File: config.mk
export PLATFORM = sky130hd
export DESIGN_NAME = alu_arbiter_seq_flat
export DESIGN_NICKNAME = d
export VERILOG_FILES = /design/src/rtl/alu_arbiter_seq_if.sv /design/src/rtl/alu_arbiter_seq.sv /design/src/flat_wrapper.sv
export SDC_FILE = /design/constraint.sdc
export NUM_CORES = 1
export LEC_CHECK = 0
export CAP_MARGIN = 30
export CORE_MARGIN = 4
export CORE_UTILIZATION = 46
export CTS_BUF_LIST = sky130_fd_sc_hd__clkbuf_2
export DETAILED_ROUTE_END_ITERATION = 12
export GPL_TIMING_DRIVEN = 0
export PLACE_DENSITY = 0.95
export SLEW_MARGIN = 20
export SYNTH_ARGS = -nofsm -noshare
export SYNTH_HDL_FRONTEND = slang
export SYNTH_SLANG_ARGS = --single-unit
export TNS_END_PERCENT = 1
File: constraint.sdc
create_clock -name clk -period 4 [get_ports clk]
set_input_delay 0.6 -clock clk [delete_from_list [all_inputs] [get_ports clk]]
set_output_delay 0.6 -clock clk [all_outputs]
set_load 0.01 [all_outputs]
File: src/rtl/alu_arbiter_seq_if.sv
// alu_arbiter_seq_if: requester, ALU and response bundle for alu_arbiter_seq
interface alu_arbiter_seq_if #(
    parameter int n  = 4,
    parameter int CW = 8
);
    logic          req0_valid, req0_ready;
    logic [n-1:0]  req0_A, req0_B;
    logic [2:0]    req0_mode;
    logic          req1_valid, req1_ready;
    logic [n-1:0]  req1_A, req1_B;
    logic [2:0]    req1_mode;
    logic [n-1:0]  alu_A, alu_B, alu_result;
    logic [2:0]    alu_mode;
    logic          alu_carry_borrow;
    logic          resp_valid, resp_ready, resp_id, resp_carry;
    logic [n-1:0]  resp_result;
    logic [CW-1:0] op_count;
    modport slave (
        input  req0_valid, req0_A, req0_B, req0_mode,
        input  req1_valid, req1_A, req1_B, req1_mode,
        input  alu_result, alu_carry_borrow, resp_ready,
        output req0_ready, req1_ready, alu_A, alu_B, alu_mode,
        output resp_valid, resp_id, resp_result, resp_carry, op_count
    );
    modport master (
        output req0_valid, req0_A, req0_B, req0_mode,
        output req1_valid, req1_A, req1_B, req1_mode,
        output alu_result, alu_carry_borrow, resp_ready,
        input  req0_ready, req1_ready, alu_A, alu_B, alu_mode,
        input  resp_valid, resp_id, resp_result, resp_carry, op_count
    );
endinterface

File: src/rtl/alu_arbiter_seq.sv
// alu_arbiter_seq: round-robin sharing of one external combinational ALU between two requesters
module alu_arbiter_seq #(
    parameter int n  = 4,
    parameter int CW = 8
) (
    input logic              clk,
    input logic              rst,
    alu_arbiter_seq_if.slave bus
);
    typedef enum logic [1:0] {IDLE, EXEC, RESP} state_t;
    state_t        r_state, w_next;
    logic          r_last, r_valid, r_id, r_carry;
    logic [n-1:0]  r_alu_a, r_alu_b, r_result;
    logic [2:0]    r_mode;
    logic [CW-1:0] r_count;
    logic          w_idle, w_rdy0, w_rdy1, w_hs0, w_hs1;
    // On a tie exactly one ready is high, so at most one handshake per cycle
    always_comb begin
        w_idle = r_state == IDLE;
        w_rdy0 = w_idle & (!bus.req1_valid | r_last);
        w_rdy1 = w_idle & (!bus.req0_valid | !r_last);
        w_hs0  = bus.req0_valid & w_rdy0;
        w_hs1  = bus.req1_valid & w_rdy1 & !w_hs0;
        w_next = w_idle ? ((w_hs0 | w_hs1) ? EXEC : IDLE) :
                 r_state == EXEC ? RESP : (bus.resp_ready ? IDLE : RESP);
    end
    always_ff @(posedge clk or posedge rst) begin
        if (rst) begin
            r_state  <= IDLE;
            r_last   <= 1'b1;
            r_alu_a  <= '0;
            r_alu_b  <= '0;
            r_mode   <= '0;
            r_id     <= 1'b0;
            r_valid  <= 1'b0;
            r_result <= '0;
            r_carry  <= 1'b0;
            r_count  <= '0;
        end else begin
            r_state <= w_next;
            if (w_hs0 | w_hs1) begin
                r_alu_a <= w_hs1 ? bus.req1_A : bus.req0_A;
                r_alu_b <= w_hs1 ? bus.req1_B : bus.req0_B;
                r_mode  <= w_hs1 ? bus.req1_mode : bus.req0_mode;
                r_id    <= w_hs1;
                r_last  <= w_hs1;
            end
            if (r_state == EXEC) begin
                r_result <= bus.alu_result;
                r_carry  <= bus.alu_carry_borrow;
                r_valid  <= 1'b1;
            end
            if (r_state == RESP && bus.resp_ready) begin
                r_valid <= 1'b0;
                r_count <= r_count + {{(CW-1){1'b0}}, ~&r_count};
            end
        end
    end
    assign bus.req0_ready  = w_rdy0;
    assign bus.req1_ready  = w_rdy1;
    assign bus.alu_A       = r_alu_a;
    assign bus.alu_B       = r_alu_b;
    assign bus.alu_mode    = r_mode;
    assign bus.resp_valid  = r_valid;
    assign bus.resp_id     = r_id;
    assign bus.resp_result = r_result;
    assign bus.resp_carry  = r_carry;
    assign bus.op_count    = r_count;
endmodule

File: src/flat_wrapper.sv
// flat-port wrapper written by rule: the top's interface ports become plain ports
module alu_arbiter_seq_flat 
#(
    parameter int n  = 4,
    parameter int CW = 8
)
  (clk, rst, bus_req0_valid, bus_req0_A, bus_req0_B, bus_req0_mode, bus_req1_valid, bus_req1_A, bus_req1_B, bus_req1_mode, bus_alu_result, bus_alu_carry_borrow, bus_resp_ready, bus_req0_ready, bus_req1_ready, bus_alu_A, bus_alu_B, bus_alu_mode, bus_resp_valid, bus_resp_id, bus_resp_result, bus_resp_carry, bus_op_count);
  alu_arbiter_seq_if #(.n(n), .CW(CW)) bus_i ();
  input logic clk;
  input logic rst;
  input wire logic [$bits(bus_i.req0_valid)-1:0] bus_req0_valid;
  input wire logic [$bits(bus_i.req0_A)-1:0] bus_req0_A;
  input wire logic [$bits(bus_i.req0_B)-1:0] bus_req0_B;
  input wire logic [$bits(bus_i.req0_mode)-1:0] bus_req0_mode;
  input wire logic [$bits(bus_i.req1_valid)-1:0] bus_req1_valid;
  input wire logic [$bits(bus_i.req1_A)-1:0] bus_req1_A;
  input wire logic [$bits(bus_i.req1_B)-1:0] bus_req1_B;
  input wire logic [$bits(bus_i.req1_mode)-1:0] bus_req1_mode;
  input wire logic [$bits(bus_i.alu_result)-1:0] bus_alu_result;
  input wire logic [$bits(bus_i.alu_carry_borrow)-1:0] bus_alu_carry_borrow;
  input wire logic [$bits(bus_i.resp_ready)-1:0] bus_resp_ready;
  output wire logic [$bits(bus_i.req0_ready)-1:0] bus_req0_ready;
  output wire logic [$bits(bus_i.req1_ready)-1:0] bus_req1_ready;
  output wire logic [$bits(bus_i.alu_A)-1:0] bus_alu_A;
  output wire logic [$bits(bus_i.alu_B)-1:0] bus_alu_B;
  output wire logic [$bits(bus_i.alu_mode)-1:0] bus_alu_mode;
  output wire logic [$bits(bus_i.resp_valid)-1:0] bus_resp_valid;
  output wire logic [$bits(bus_i.resp_id)-1:0] bus_resp_id;
  output wire logic [$bits(bus_i.resp_result)-1:0] bus_resp_result;
  output wire logic [$bits(bus_i.resp_carry)-1:0] bus_resp_carry;
  output wire logic [$bits(bus_i.op_count)-1:0] bus_op_count;
  assign bus_i.req0_valid = bus_req0_valid;
  assign bus_i.req0_A = bus_req0_A;
  assign bus_i.req0_B = bus_req0_B;
  assign bus_i.req0_mode = bus_req0_mode;
  assign bus_i.req1_valid = bus_req1_valid;
  assign bus_i.req1_A = bus_req1_A;
  assign bus_i.req1_B = bus_req1_B;
  assign bus_i.req1_mode = bus_req1_mode;
  assign bus_i.alu_result = bus_alu_result;
  assign bus_i.alu_carry_borrow = bus_alu_carry_borrow;
  assign bus_i.resp_ready = bus_resp_ready;
  assign bus_req0_ready = bus_i.req0_ready;
  assign bus_req1_ready = bus_i.req1_ready;
  assign bus_alu_A = bus_i.alu_A;
  assign bus_alu_B = bus_i.alu_B;
  assign bus_alu_mode = bus_i.alu_mode;
  assign bus_resp_valid = bus_i.resp_valid;
  assign bus_resp_id = bus_i.resp_id;
  assign bus_resp_result = bus_i.resp_result;
  assign bus_resp_carry = bus_i.resp_carry;
  assign bus_op_count = bus_i.op_count;
  alu_arbiter_seq #(.n(n), .CW(CW)) u_core (.clk(clk), .rst(rst), .bus(bus_i));
endmodule
==> flow_summary.html <==
<table>
<tr><th>Metric</th><th>Value</th></tr>
<tr><th colspan="2">Timing</th></tr>
<tr><td>Worst-margin pin slew</td><td>0.507 ns</td></tr>
<tr><td>Clock Skews</td><td>0.0148 ns</td></tr>
<tr><td>Achievable Freq</td><td>0.332 GHz</td></tr>
<tr><td>Final number of hold-violating endpoints</td><td>0</td></tr>
<tr><td>Worst-case hold slack</td><td>0.510 ns</td></tr>
<tr><td>RSZ-0062 raised after global routing</td><td>no</td></tr>
<tr><td>Period Utilization, post-route</td><td>75.4%</td></tr>
<tr><td>Final-report max-slew violation count</td><td>0</td></tr>
<tr><td>Fin crit period</td><td>3.02 ns</td></tr>
<tr><td>Total Negative Setup Slacks</td><td>0 ns</td></tr>
<tr><td>Post-layout worst setup margin</td><td>0.984 ns</td></tr>
<tr><td>Final setup violation count</td><td>0</td></tr>
<tr><td>Worst slew margin relative to its limit</td><td>66.2%</td></tr>
<tr><th colspan="2">Floorplan</th></tr>
<tr><td>Initial standard-cell utilization of the core</td><td>48.6%</td></tr>
<tr><td>Height of the die</td><td>62.2 um</td></tr>
<tr><td>Number of core rows</td><td>19</td></tr>
<tr><td>I/O pin count</td><td>60</td></tr>
<tr><td>Die footprint</td><td>3870 um2</td></tr>
<tr><td>Horiz. Die Dim</td><td>62.2 um</td></tr>
<tr><td>Core area</td><td>2780 um2</td></tr>
<tr><th colspan="2">Finish</th></tr>
<tr><td>End-of-flow core utilization</td><td>74.5%</td></tr>
<tr><td>Layout overhead on the synthesized area</td><td>53.3%</td></tr>
<tr><td>Layout net count</td><td>215</td></tr>
<tr><td>Multi-input gate area in the final layout</td><td>568 um2</td></tr>
<tr><td>Storage cell area</td><td>727 um2</td></tr>
<tr><td>Layout cells sized above 1</td><td>11.0%</td></tr>
<tr><td>Total inserted antenna cells</td><td>0</td></tr>
<tr><td>Fillers</td><td>204</td></tr>
<tr><th colspan="2">Flow run</th></tr>
<tr><td>Maxcap violations</td><td>0</td></tr>
<tr><th colspan="2">Synthesis</th></tr>
<tr><td>Yosys warning count</td><td>0</td></tr>
<tr><td>Mapped cell area</td><td>1350 um2</td></tr>
<tr><td>Portion of synthesized cell area occupied by the leading cell type</td><td>51.9%</td></tr>
<tr><td>Dominant cells by area after synthesis</td><td>sky130_fd_sc_hd__dfrtp_1 52%, sky130_fd_sc_hd__a221o_1 8.1%, sky130_fd_sc_hd__nor3b_1 6.7%</td></tr>
<tr><td>Gate Count Post-Synth</td><td>114</td></tr>
<tr><td>Post-synth cell types</td><td>27</td></tr>
<tr><td>Share of synthesized area occupied by flip-flops and latches</td><td>53.8%</td></tr>
<tr><td>Synthesis-stage register bit count</td><td>29</td></tr>
<tr><td>Post-synth net total</td><td>148</td></tr>
<tr><td>Post-Synthesis Mean Instance Area</td><td>11.9 um2</td></tr>
<tr><td>Library cell occupying the most area in the post-synthesis netlist</td><td>sky130_fd_sc_hd__dfrtp_1</td></tr>
<tr><th colspan="2">Worst setup path</th></tr>
<tr><td>Data required time of the critical path</td><td>3.40 ns</td></tr>
<tr><td>Capturing element type of the critical path</td><td>output port</td></tr>
<tr><td>Worst-path cell with the longest stage delay</td><td>sky130_fd_sc_hd__clkdlybuf4s50_1</td></tr>
<tr><td>Kind of start point of the critical path</td><td>primary input</td></tr>
<tr><td>Crit path buffers/inverters</td><td>3</td></tr>
<tr><td>Crit path max fanout</td><td>10</td></tr>
<tr><td>Worst path most repeated cell</td><td>sky130_fd_sc_hd__clkdlybuf4s50_1</td></tr>
<tr><td>WS Path Type</td><td>primary input to output port</td></tr>
<tr><td>WP data arrival</td><td>2.42 ns</td></tr>
<tr><td>Crit path largest cell delay</td><td>0.61 ns</td></tr>
<tr><td>Series of cell instances along the critical path</td><td>clkdlybuf4s50_1, a211oi_1, clkbuf_1, clkdlybuf4s50_1</td></tr>
<tr><td>Kind of cell with the highest combined delay on the critical path</td><td>buffers and inverters</td></tr>
<tr><th colspan="2">Clock network</th></tr>
<tr><td>Insertion delay of the later-clocked pin in the worst-skew pair</td><td>0.36 ns</td></tr>
<tr><td>TritonCTS Buffers</td><td>5</td></tr>
<tr><td>Clock transition at path regs</td><td>0.13 ns</td></tr>
<tr><td># clock sinks</td><td>29</td></tr>
<tr><td>Maximum level of the CTS H-tree</td><td>2</td></tr>
<tr><td>Clock tree root buffer cell</td><td>sky130_fd_sc_hd__clkbuf_2</td></tr>
<tr><td>CTS max path bufs</td><td>2</td></tr>
<tr><td># hold bufs at CTS</td><td>0</td></tr>
<tr><td>TritonCTS clock tree</td><td>yes</td></tr>
<tr><td>Total of cells resized after clock tree synthesis</td><td>0</td></tr>
<tr><td>Total setup buffers inserted after CTS</td><td>0</td></tr>
<tr><th colspan="2">Power and ir drop</th></tr>
<tr><td>Leak pwr</td><td>0.908 nW</td></tr>
<tr><td>Overall power consumption</td><td>1.49 mW</td></tr>
<tr><td>Power density over the cells</td><td>719 nW/um2</td></tr>
<tr><td>Peak VDD IR</td><td>0.000663 V</td></tr>
<tr><th colspan="2">Route</th></tr>
<tr><td>Violation count after the first detailed-routing iteration</td><td>29</td></tr>
<tr><td>Final wirelength</td><td>3490 um</td></tr>
<tr><td>Total DRC errors in the routed layout</td><td>0</td></tr>
<tr><td>Number of vias per cell after detailed routing</td><td>5.59</td></tr>
<tr><td>Routed Antenna Nets</td><td>0</td></tr>
<tr><td>Post-detailed-route wirelength per cell</td><td>16.4 um</td></tr>
<tr><td>Drt first pass iters</td><td>4</td></tr>
<tr><td>Vias after detailed routing</td><td>1190</td></tr>
<tr><th colspan="2">Global routing</th></tr>
<tr><td>Pin count of the biggest net entering global routing</td><td>20</td></tr>
<tr><td>GRT overflow</td><td>0</td></tr>
<tr><td>First-pass GRT wire length</td><td>5720 um</td></tr>
<tr><td>Number of antenna violations at the first check in global routing</td><td>0</td></tr>
<tr><td>GRT Total Usage</td><td>18.4%</td></tr>
<tr><td>Vias in the first global route</td><td>1242</td></tr>
<tr><th colspan="2">Place</th></tr>
<tr><td>Pre-CTS setup slack</td><td>1.01 ns</td></tr>
<tr><td>Routability cong.</td><td>0.730</td></tr>
<tr><td>Quantity of I/O buffers inserted on ports</td><td>59</td></tr>
<tr><td>HPWL after detailed placement</td><td>2700 um</td></tr>
<tr><th colspan="2">Status</th></tr>
<tr><td>Outcome</td><td>completed</td></tr>
<tr><th colspan="2">Hold path</th></tr>
<tr><td>Kind of path behind the tightest hold check</td><td>register to register</td></tr>
</table>
-- per-layer routing --
metal | track usage [%] | wire [um] | vias up
met2 | 29.7 | 1660 | 59
met5 | 0 | 0 | -
met3 | 9.91 | 332 | 13
li1 | - | - | 552
met4 | 8.13 | 110 | 0
met1 | 19.7 | 1400 | 566
-- power by group --
group	total (mW)	switching (mW)	internal (mW)
Combinational	0.747	0.308	0.439
Clock	0.205	0.0986	0.107
Sequential	0.538	0.107	0.431
-- cell usage after synthesis --
| library cell | n |
|---|---|
| sky130_fd_sc_hd__dfrtp_1 | 28 |
| sky130_fd_sc_hd__ha_1 | 2 |
| sky130_fd_sc_hd__a221o_1 | 11 |
| sky130_fd_sc_hd__mux2_2 | 7 |
| sky130_fd_sc_hd__and3_1 | 11 |
| sky130_fd_sc_hd__a211oi_1 | 1 |
| sky130_fd_sc_hd__nor2b_1 | 1 |
| sky130_fd_sc_hd__nor3b_1 | 12 |
| sky130_fd_sc_hd__or2_1 | 1 |
| sky130_fd_sc_hd__xor2_1 | 4 |
| sky130_fd_sc_hd__and2_1 | 2 |
| sky130_fd_sc_hd__nand4b_1 | 1 |
| sky130_fd_sc_hd__or2_4 | 1 |
| sky130_fd_sc_hd__a21oi_1 | 3 |
| sky130_fd_sc_hd__dfstp_2 | 1 |
| sky130_fd_sc_hd__nand4_1 | 3 |
| sky130_fd_sc_hd__nor2_1 | 3 |
| sky130_fd_sc_hd__and4b_1 | 1 |
| sky130_fd_sc_hd__clkbuf_1 | 5 |
| sky130_fd_sc_hd__nand3_1 | 1 |
| sky130_fd_sc_hd__nand2_1 | 3 |
| sky130_fd_sc_hd__nor3_1 | 1 |
| sky130_fd_sc_hd__buf_6 | 2 |
| sky130_fd_sc_hd__xnor2_1 | 2 |
| sky130_fd_sc_hd__or2_2 | 1 |
| sky130_fd_sc_hd__inv_1 | 4 |
| sky130_fd_sc_hd__o21ai_0 | 2 |
-- worst paths after layout --
path                                                          from                            endpoint  slack, ns  depth (start not counted)
worst max-delay path                                bus_req0_valid                      bus_req1_ready       0.98                          4
worst min-delay path            u_core.bus.op_count[7]$_DFFE_PP0P_  u_core.bus.op_count[7]$_DFFE_PP0P_       0.51                          1
min in group asynchronous                                      rst  u_core.bus.op_count[3]$_DFFE_PP0P_       0.56                          2
worst min register to register  u_core.bus.op_count[7]$_DFFE_PP0P_  u_core.bus.op_count[7]$_DFFE_PP0P_       0.51                          1
worst max register to register         u_core.r_state[0]$_DFF_PP0_     u_core.bus.alu_B[2]$_DFFE_PP0P_       2.13                          4
max in group asynchronous                                      rst           u_core.r_last$_DFFE_PP1P_       2.90                          3
-- kinds of logic after synthesis --
group	share of synthesized area, %
XOR/XNOR	3.89
AND/OR/NAND/NOR	19.9
multiplexers	5.83
adder cells (fa/ha/maj)	1.85
flip-flops	53.8
AO/OA/AOI/OAI	10.6
buffers and inverters	4.17
-- sequential cells by signal (all words and copies together), names as in the netlist, 2 cells and up --
| signal | flops |
|---|---|
| u_core.bus.resp_result | 4 |
| u_core.bus.op_count | 8 |
| u_core.r_state | 2 |
| u_core.bus.alu_B | 4 |
| u_core.bus.alu_mode | 3 |
| u_core.bus.alu_A | 4 |
-- stage by stage --
stage	instance area, um2	std cells
after floorplan	1350	114
after global placement	1980	204
after detailed placement	2010	205
after CTS	2070	213
after global routing	2070	213
final	2070	213
-- cell type report --
cell class              instances  area share, %
inverters                       4          0.725
plain buffers                   7           1.99
clock inverters                 2           1.63
clock buffers                   6           1.45
multi-input cells              74           27.4
well taps                      31           1.87
flip-flops and latches         29           35.1
repair buffers                 60           29.8
-- placed cells by master, fill, tap and decap left out, drive strengths merged --
cell type / instances
nand2: 3
nor2: 3
xnor2: 2
a221o: 11
dfstp: 1
nand4: 3
nor3: 1
nand3: 1
clkinv: 1
nor3b: 12
xor2: 4
o21ai: 2
a21oi: 3
and3: 11
inv: 4
clkbuf: 11
clkdlybuf4s50: 59
a211oi: 1
ha: 2
nor2b: 1
and2: 2
buf: 3
or2: 3
mux2: 7
dfrtp: 28
and4b: 1
bufinv: 1
nand4b: 1
(Power assumes the default switching activity.)
==> RTL change 1: new RTL, config.mk and constraints unchanged <==
`CW` is set to 8 in 3 places; all go to 4.
--- a/src/rtl/alu_arbiter_seq_if.sv
+++ b/src/rtl/alu_arbiter_seq_if.sv
@@ -1,7 +1,7 @@
 // alu_arbiter_seq_if: requester, ALU and response bundle for alu_arbiter_seq
 interface alu_arbiter_seq_if #(
     parameter int n  = 4,
-    parameter int CW = 8
+    parameter int CW = 4
 );
     logic          req0_valid, req0_ready;
     logic [n-1:0]  req0_A, req0_B;
--- a/src/rtl/alu_arbiter_seq.sv
+++ b/src/rtl/alu_arbiter_seq.sv
@@ -1,7 +1,7 @@
 // alu_arbiter_seq: round-robin sharing of one external combinational ALU between two requesters
 module alu_arbiter_seq #(
     parameter int n  = 4,
-    parameter int CW = 8
+    parameter int CW = 4
 ) (
     input logic              clk,
     input logic              rst,
--- a/src/flat_wrapper.sv
+++ b/src/flat_wrapper.sv
@@ -2,7 +2,7 @@
 module alu_arbiter_seq_flat 
 #(
     parameter int n  = 4,
-    parameter int CW = 8
+    parameter int CW = 4
 )
   (clk, rst, bus_req0_valid, bus_req0_A, bus_req0_B, bus_req0_mode, bus_req1_valid, bus_req1_A, bus_req1_B, bus_req1_mode, bus_alu_result, bus_alu_carry_borrow, bus_resp_ready, bus_req0_ready, bus_req1_ready, bus_alu_A, bus_alu_B, bus_alu_mode, bus_resp_valid, bus_resp_id, bus_resp_result, bus_resp_carry, bus_op_count);
   alu_arbiter_seq_if #(.n(n), .CW(CW)) bus_i ();
Interface: changed (resized bus_op_count); port bits go from 60 to 56. The function was not compared with the original's and may differ.
==> RTL change 1 against the original RTL <==
Sequential cell count is 4 lower; global-route usage is 1.5 points higher; worst setup slack improved by 43 ps; critical path depth is the same; power decreased by 12%; synthesized area fell by 14%; design area down 14%; clock skew shrank 10 ps; sequential power shrank 11%; die area is 12% lower; register-to-register slack improved by 100 ps; count of clock-buffer cells in the layout shrank 3; routed wire length decreased by 9.4%; largest power group unchanged.
==> RTL change 1: results (changes against the original RTL) <==
| Metric | Value |
|---|---|
| CTS Root Cell | `clkbuf_2` |
| Crit-path max cell delay | `610 ps (about the same)` |
| Fin. max-slew vios | `0 (unchanged)` |
| Inserted Diodes | `0 (unchanged)` |
| Setup Skew | `4.44 ps (-10.4 ps)` |
| Worst relative slew slack | `70.0% (+3.8 points)` |
| P_leak | `0.000772 uW (-15%)` |
| Via count | `1042 (-12%)` |
| Clock Pin Slew Worst Setup and Hold Paths | `230 ps (+100 ps)` |
| DRT Pass-1 Iters | `4 (unchanged)` |
| Area contributors post-synth | `dfrtp_1 (51%), a221o_1 (9.4%), nor3b_1 (7.1%)` |
| GPL Wtd Cong | `0.720 (-1.4%)` |
| Flop-to-flop setup slack | `2230 ps (+100 ps)` |
| Crit Path Max Fanout | `10 (unchanged)` |
| Worst R2R End | `u_core.bus.alu_mode[0]$_DFFE_PP0P_` |
| TNS Setup | `0 ps (unchanged)` |
| Critical path's slowest cell | `clkdlybuf4s50_1` |
| Final nets | `193 (-10%)` |
| Largest net degree at the start of global routing | `26 (+30%)` |
| Layout cell share with drive strength beyond 1 | `10.1% (-0.86 points)` |
| Postcts setup bufs | `0 (unchanged)` |
| Most instantiated cells after synthesis | `dfrtp_1 (24), a221o_1 (11), and3_1 (11), nor3b_1 (11), mux2_2 (7)` |
| Ys Warns | `0 (unchanged)` |
| Num CTS Buffers | `3 (-2)` |
| Setup crit end | `bus_req1_ready` |
| GRT Util Overall | `19.9% (+1.5 points)` |
| DP Wirelength | `2430 um (-10%)` |
| Crit path arrival time | `2370 ps (-50 ps)` |
| First-pass GRT wire length | `5100 um (-11%)` |
| Routed len/inst | `17.0 um (+3.7%)` |
| Sequential share of the synthesized area | `53.7% (-0.099 points)` |
| Crit path from | `bus_req0_valid` |
| DRT iter0 DRCs | `49 (+69%)` |
| Min-delay worst type | `in2async` |
| Clock latency at the later pin of the worst-skew pair | `340 ps (-20 ps)` |
| Crit path max-delay family | `buffers and inverters` |
| Async S/R FF share, synth | `100% (unchanged)` |
| Max clock buf depth | `2 (unchanged)` |
| Reg2reg start | `u_core.r_state[0]$_DFF_PP0_` |
| R2R depth | `4 (unchanged)` |
| Syn Nets | `132 (-11%)` |
| IO buf count | `55 (-6.8%)` |
| Vias in the first global route | `1100 (-11%)` |
| Initial antenna violation count | `0 (unchanged)` |
| Post-CTS resize count | `0 (unchanged)` |
| Status | `finished, final reports clean` |
| H-Tree Depth | `1 (-1)` |
| Synth unique cells | `22 (-19%)` |
| Peak supply drop | `0.504 mV (-24%)` |
## RTL change 1: cell count changes in the layout (fill, tap and decap cells not counted), moves of 2 or more
cell and change:
clkbuf_2 -3, xor2_1 -4, nor2_1 -2, dfrtp_1 -4
clkdlybuf4s50_1 -4
## RTL change 1: report_power, final
group / internal, uW / switching, uW
Sequential: 386 / 94.1
Combinational: 431 / 305
Clock: 22.7 / 76.0
Total: 840 / 475
## RTL change 1: metrics by stage
step / instance area [um^2] / utilization [%] / worst slack [ps] / hold slack (ps) / instances
5_1_grt: 1790 / 77.1 / 931 / 419 / 186
6_report: 1790 / 77.1 / 1030 / 428 / 186
3_5_place_dp: 1750 / 75.6 / 1050 / 492 / 181
2_1_floorplan: 1170 / - / 2190 / 480 / 98
3_3_place_gp: 1750 / 75.6 / 1020 / 486 / 181
4_1_cts: 1770 / 76.5 / 1040 / 521 / 185
## RTL change 1: area by class of cell
cell class                 instances  area [um^2]
inverter                           4         15.0
sequential                        25          627
multi-input combinational         62          484
clock inverter                     1         5.00
fill                             169          531
timing repair buffer              56          566
buffer                             7         41.3
clock buffer                       3         15.0
tap                               28         35.0
## RTL change 1: metal layers
layer | vias up | routed length (um) | track usage [%] | part of all wire, %
li1 | 480 | - | - | -
met1 | 496 | 1260 | 23.2 | 40
met2 | 58 | 1520 | 33.5 | 48
met3 | 8 | 316 | 5.70 | 10
met4 | 0 | 67 | 9.60 | 2.1
met5 | - | 0 | 0 | 0
## RTL change 1: kinds of logic after synthesis
group / after synthesis / synth area share [%]
adders and majority gates: 2 / 2.14
muxes: 7 / 6.75
buffers and inverters: 11 / 4.82
xor gates and xnor gates: 2 / 1.50
AOI/OAI and AO/OA: 17 / 12.2
DFF: 25 / 53.7
and+or+nand+nor: 34 / 18.9
==> RTL change 2: new RTL, same flow settings <==
Made on the original files. The 3 states of `state_t` get a one-hot encoding in 3 bits.
--- a/src/rtl/alu_arbiter_seq.sv
+++ b/src/rtl/alu_arbiter_seq.sv
@@ -7,7 +7,7 @@
     input logic              rst,
     alu_arbiter_seq_if.slave bus
 );
-    typedef enum logic [1:0] {IDLE, EXEC, RESP} state_t;
+    typedef enum logic [2:0] {IDLE = 3'b001, EXEC = 3'b010, RESP = 3'b100} state_t;
     state_t        r_state, w_next;
     logic          r_last, r_valid, r_id, r_carry;
     logic [n-1:0]  r_alu_a, r_alu_b, r_result;
Check against the original RTL: no difference found for any inputs over 10 cycles, from zero or initial values and one cycle with rst high; not proved beyond that.
==> RTL change 2 against the original RTL <==
Non-clock buffer count down 1; maximum frequency up 7.3%; worst hold slack worse by 7.4 ps; power decreased by 5.2%; synthesized area is 6.9% higher; sequential cell count increased by 1; worst setup slack better by 210 ps; design area up 2.7%; synthesized cell count up 18%; utilization fell by 4.2 points; clock power down 27%; combinational power down 3.3%; routed wire length increased by 2.8%; first-iteration DRC count increased to 3.2 times the old value; critical path type is now reg2out; highest routed layer unchanged.
==> RTL change 2: results (changes against the original RTL) <==
| Metric | Value |
|---|---|
| P_leak | `0.000879 uW (-3.2%)` |
| Crit path arrival time | `2210 ps (-210 ps)` |
| Clock latency at the later pin of the worst-skew pair | `380 ps (+20 ps)` |
| Crit path from | `u_core.r_state[0]$_DFF_PP1_` |
| Routed len/inst | `14.7 um (-11%)` |
| Vias per Instance | `5.27 (-5.7%)` |
| Syn avg cell area | `10.8 um^2 (-9.1%)` |
| Synth unique cells | `36 (+33%)` |
| Most instantiated cells after synthesis | `dfrtp_1 (28), a21oi_1 (13), nand3_1 (12), a31oi_1 (11), nand2_1 (9)` |
| First-pass GRT wire length | `5860 um (+2.4%)` |
| Fin cells | `245 (+15%)` |
| Peak supply drop | `0.358 mV (-46%)` |
| Status | `finished, final reports clean` |
| Dpl ws | `1610 ps (+602 ps)` |
| Worst relative slew slack | `58.7% (-7.4 points)` |
| Area contributors post-synth | `dfrtp_1 (49%), a31oi_1 (4.8%), a21oi_1 (4.5%)` |
| DRT iter0 DRCs | `93 (+220%)` |
| Layout cell share with drive strength beyond 1 | `15.9% (+4.9 points)` |
| Setup Skew | `16.3 ps (+1.47 ps)` |
| DP Wirelength | `2660 um (-1.4%)` |
| GRT Util Overall | `18.7% (+0.29 points)` |
| Largest net degree at the start of global routing | `31 (+55%)` |
| Reg2reg start | `u_core.bus.op_count[3]$_DFFE_PP0P_` |
| Fillers | `219 (+7.4%)` |
| Final nets | `234 (+8.8%)` |
| Syn Nets | `168 (+14%)` |
| GPL Wtd Cong | `0.826 (+13%)` |
| Vias in the first global route | `1283 (+3.3%)` |
| Postcts setup bufs | `0 (unchanged)` |
| Sequential share of the synthesized area | `52.2% (-1.6 points)` |
| Placed cells | `237 (+16%)` |
-- RTL change 2: where the power goes --
part / internal, uW / switching [uW] / total (uW)
clock: 42.9 / 106 / 149
sequential: 438 / 105 / 543
combinational: 409 / 313 / 722
-- RTL change 2: path summary, 6_finish.rpt --
kind | to | slack [ps] | cells after the start
worst max-delay path | bus_req0_ready | 1190 | 4
worst min-delay path | u_core.bus.op_count[7]$_DFFE_PP0P_ | 500 | 1
worst max register to register | u_core.bus.op_count[6]$_DFFE_PP0P_ | 2310 | 6
worst min register to register | u_core.bus.op_count[7]$_DFFE_PP0P_ | 500 | 1
max in group asynchronous | u_core.bus.op_count[5]$_DFFE_PP0P_ | 2990 | 2
min in group asynchronous | u_core.bus.resp_id$_DFFE_PP0N_ | 600 | 2
-- RTL change 2: metrics by stage --
step	area, um^2	utilization, %
finish	2130	70.3
global route	2130	70.3
detailed placement	2090	69.0
global placement	2090	69.0
floorplan	1440	-
CTS	2130	70.3
-- RTL change 2: metal layers --
metal / wire (um) / track usage (%) / vias to the layer above
met2: 1800 / 31.5 / 46
met1: 1510 / 22.3 / 616
met4: 37 / 5.66 / 0
li1: - / - / 623
met5: 0 / 0 / -
met3: 241 / 6.50 / 6
-- RTL change 2: worst max-delay path: stages, from the launching register on --
cell and delay (ps):
dfstp_2 600, or3b_4 420, buf_6 160, a21oi_1 110
clkdlybuf4s50_1 550
-- RTL change 2: layout make-up --
cell class | count | area share (%)
buffer | 7 | 2.76
multi-input combinational | 94 | 29.2
clock inverter | 2 | 0.412
inverter | 3 | 0.529
tap | 44 | 2.59
clock buffer | 6 | 1.41
sequential | 30 | 35.4
timing repair buffer | 59 | 27.7
-- RTL change 2: kinds of logic (layout without fill, tap and decap cells) --
logic type	count (synthesis)	after routing	share of synthesized area (%)
and+or+nand+nor	38	38	16.5
AOI/OAI and AO/OA	43	43	17.2
adders and majority gates	2	2	1.73
muxes	5	5	3.90
xor gates and xnor gates	6	6	3.64
buffers and inverters	10	77	4.85
DFF	30	30	52.2
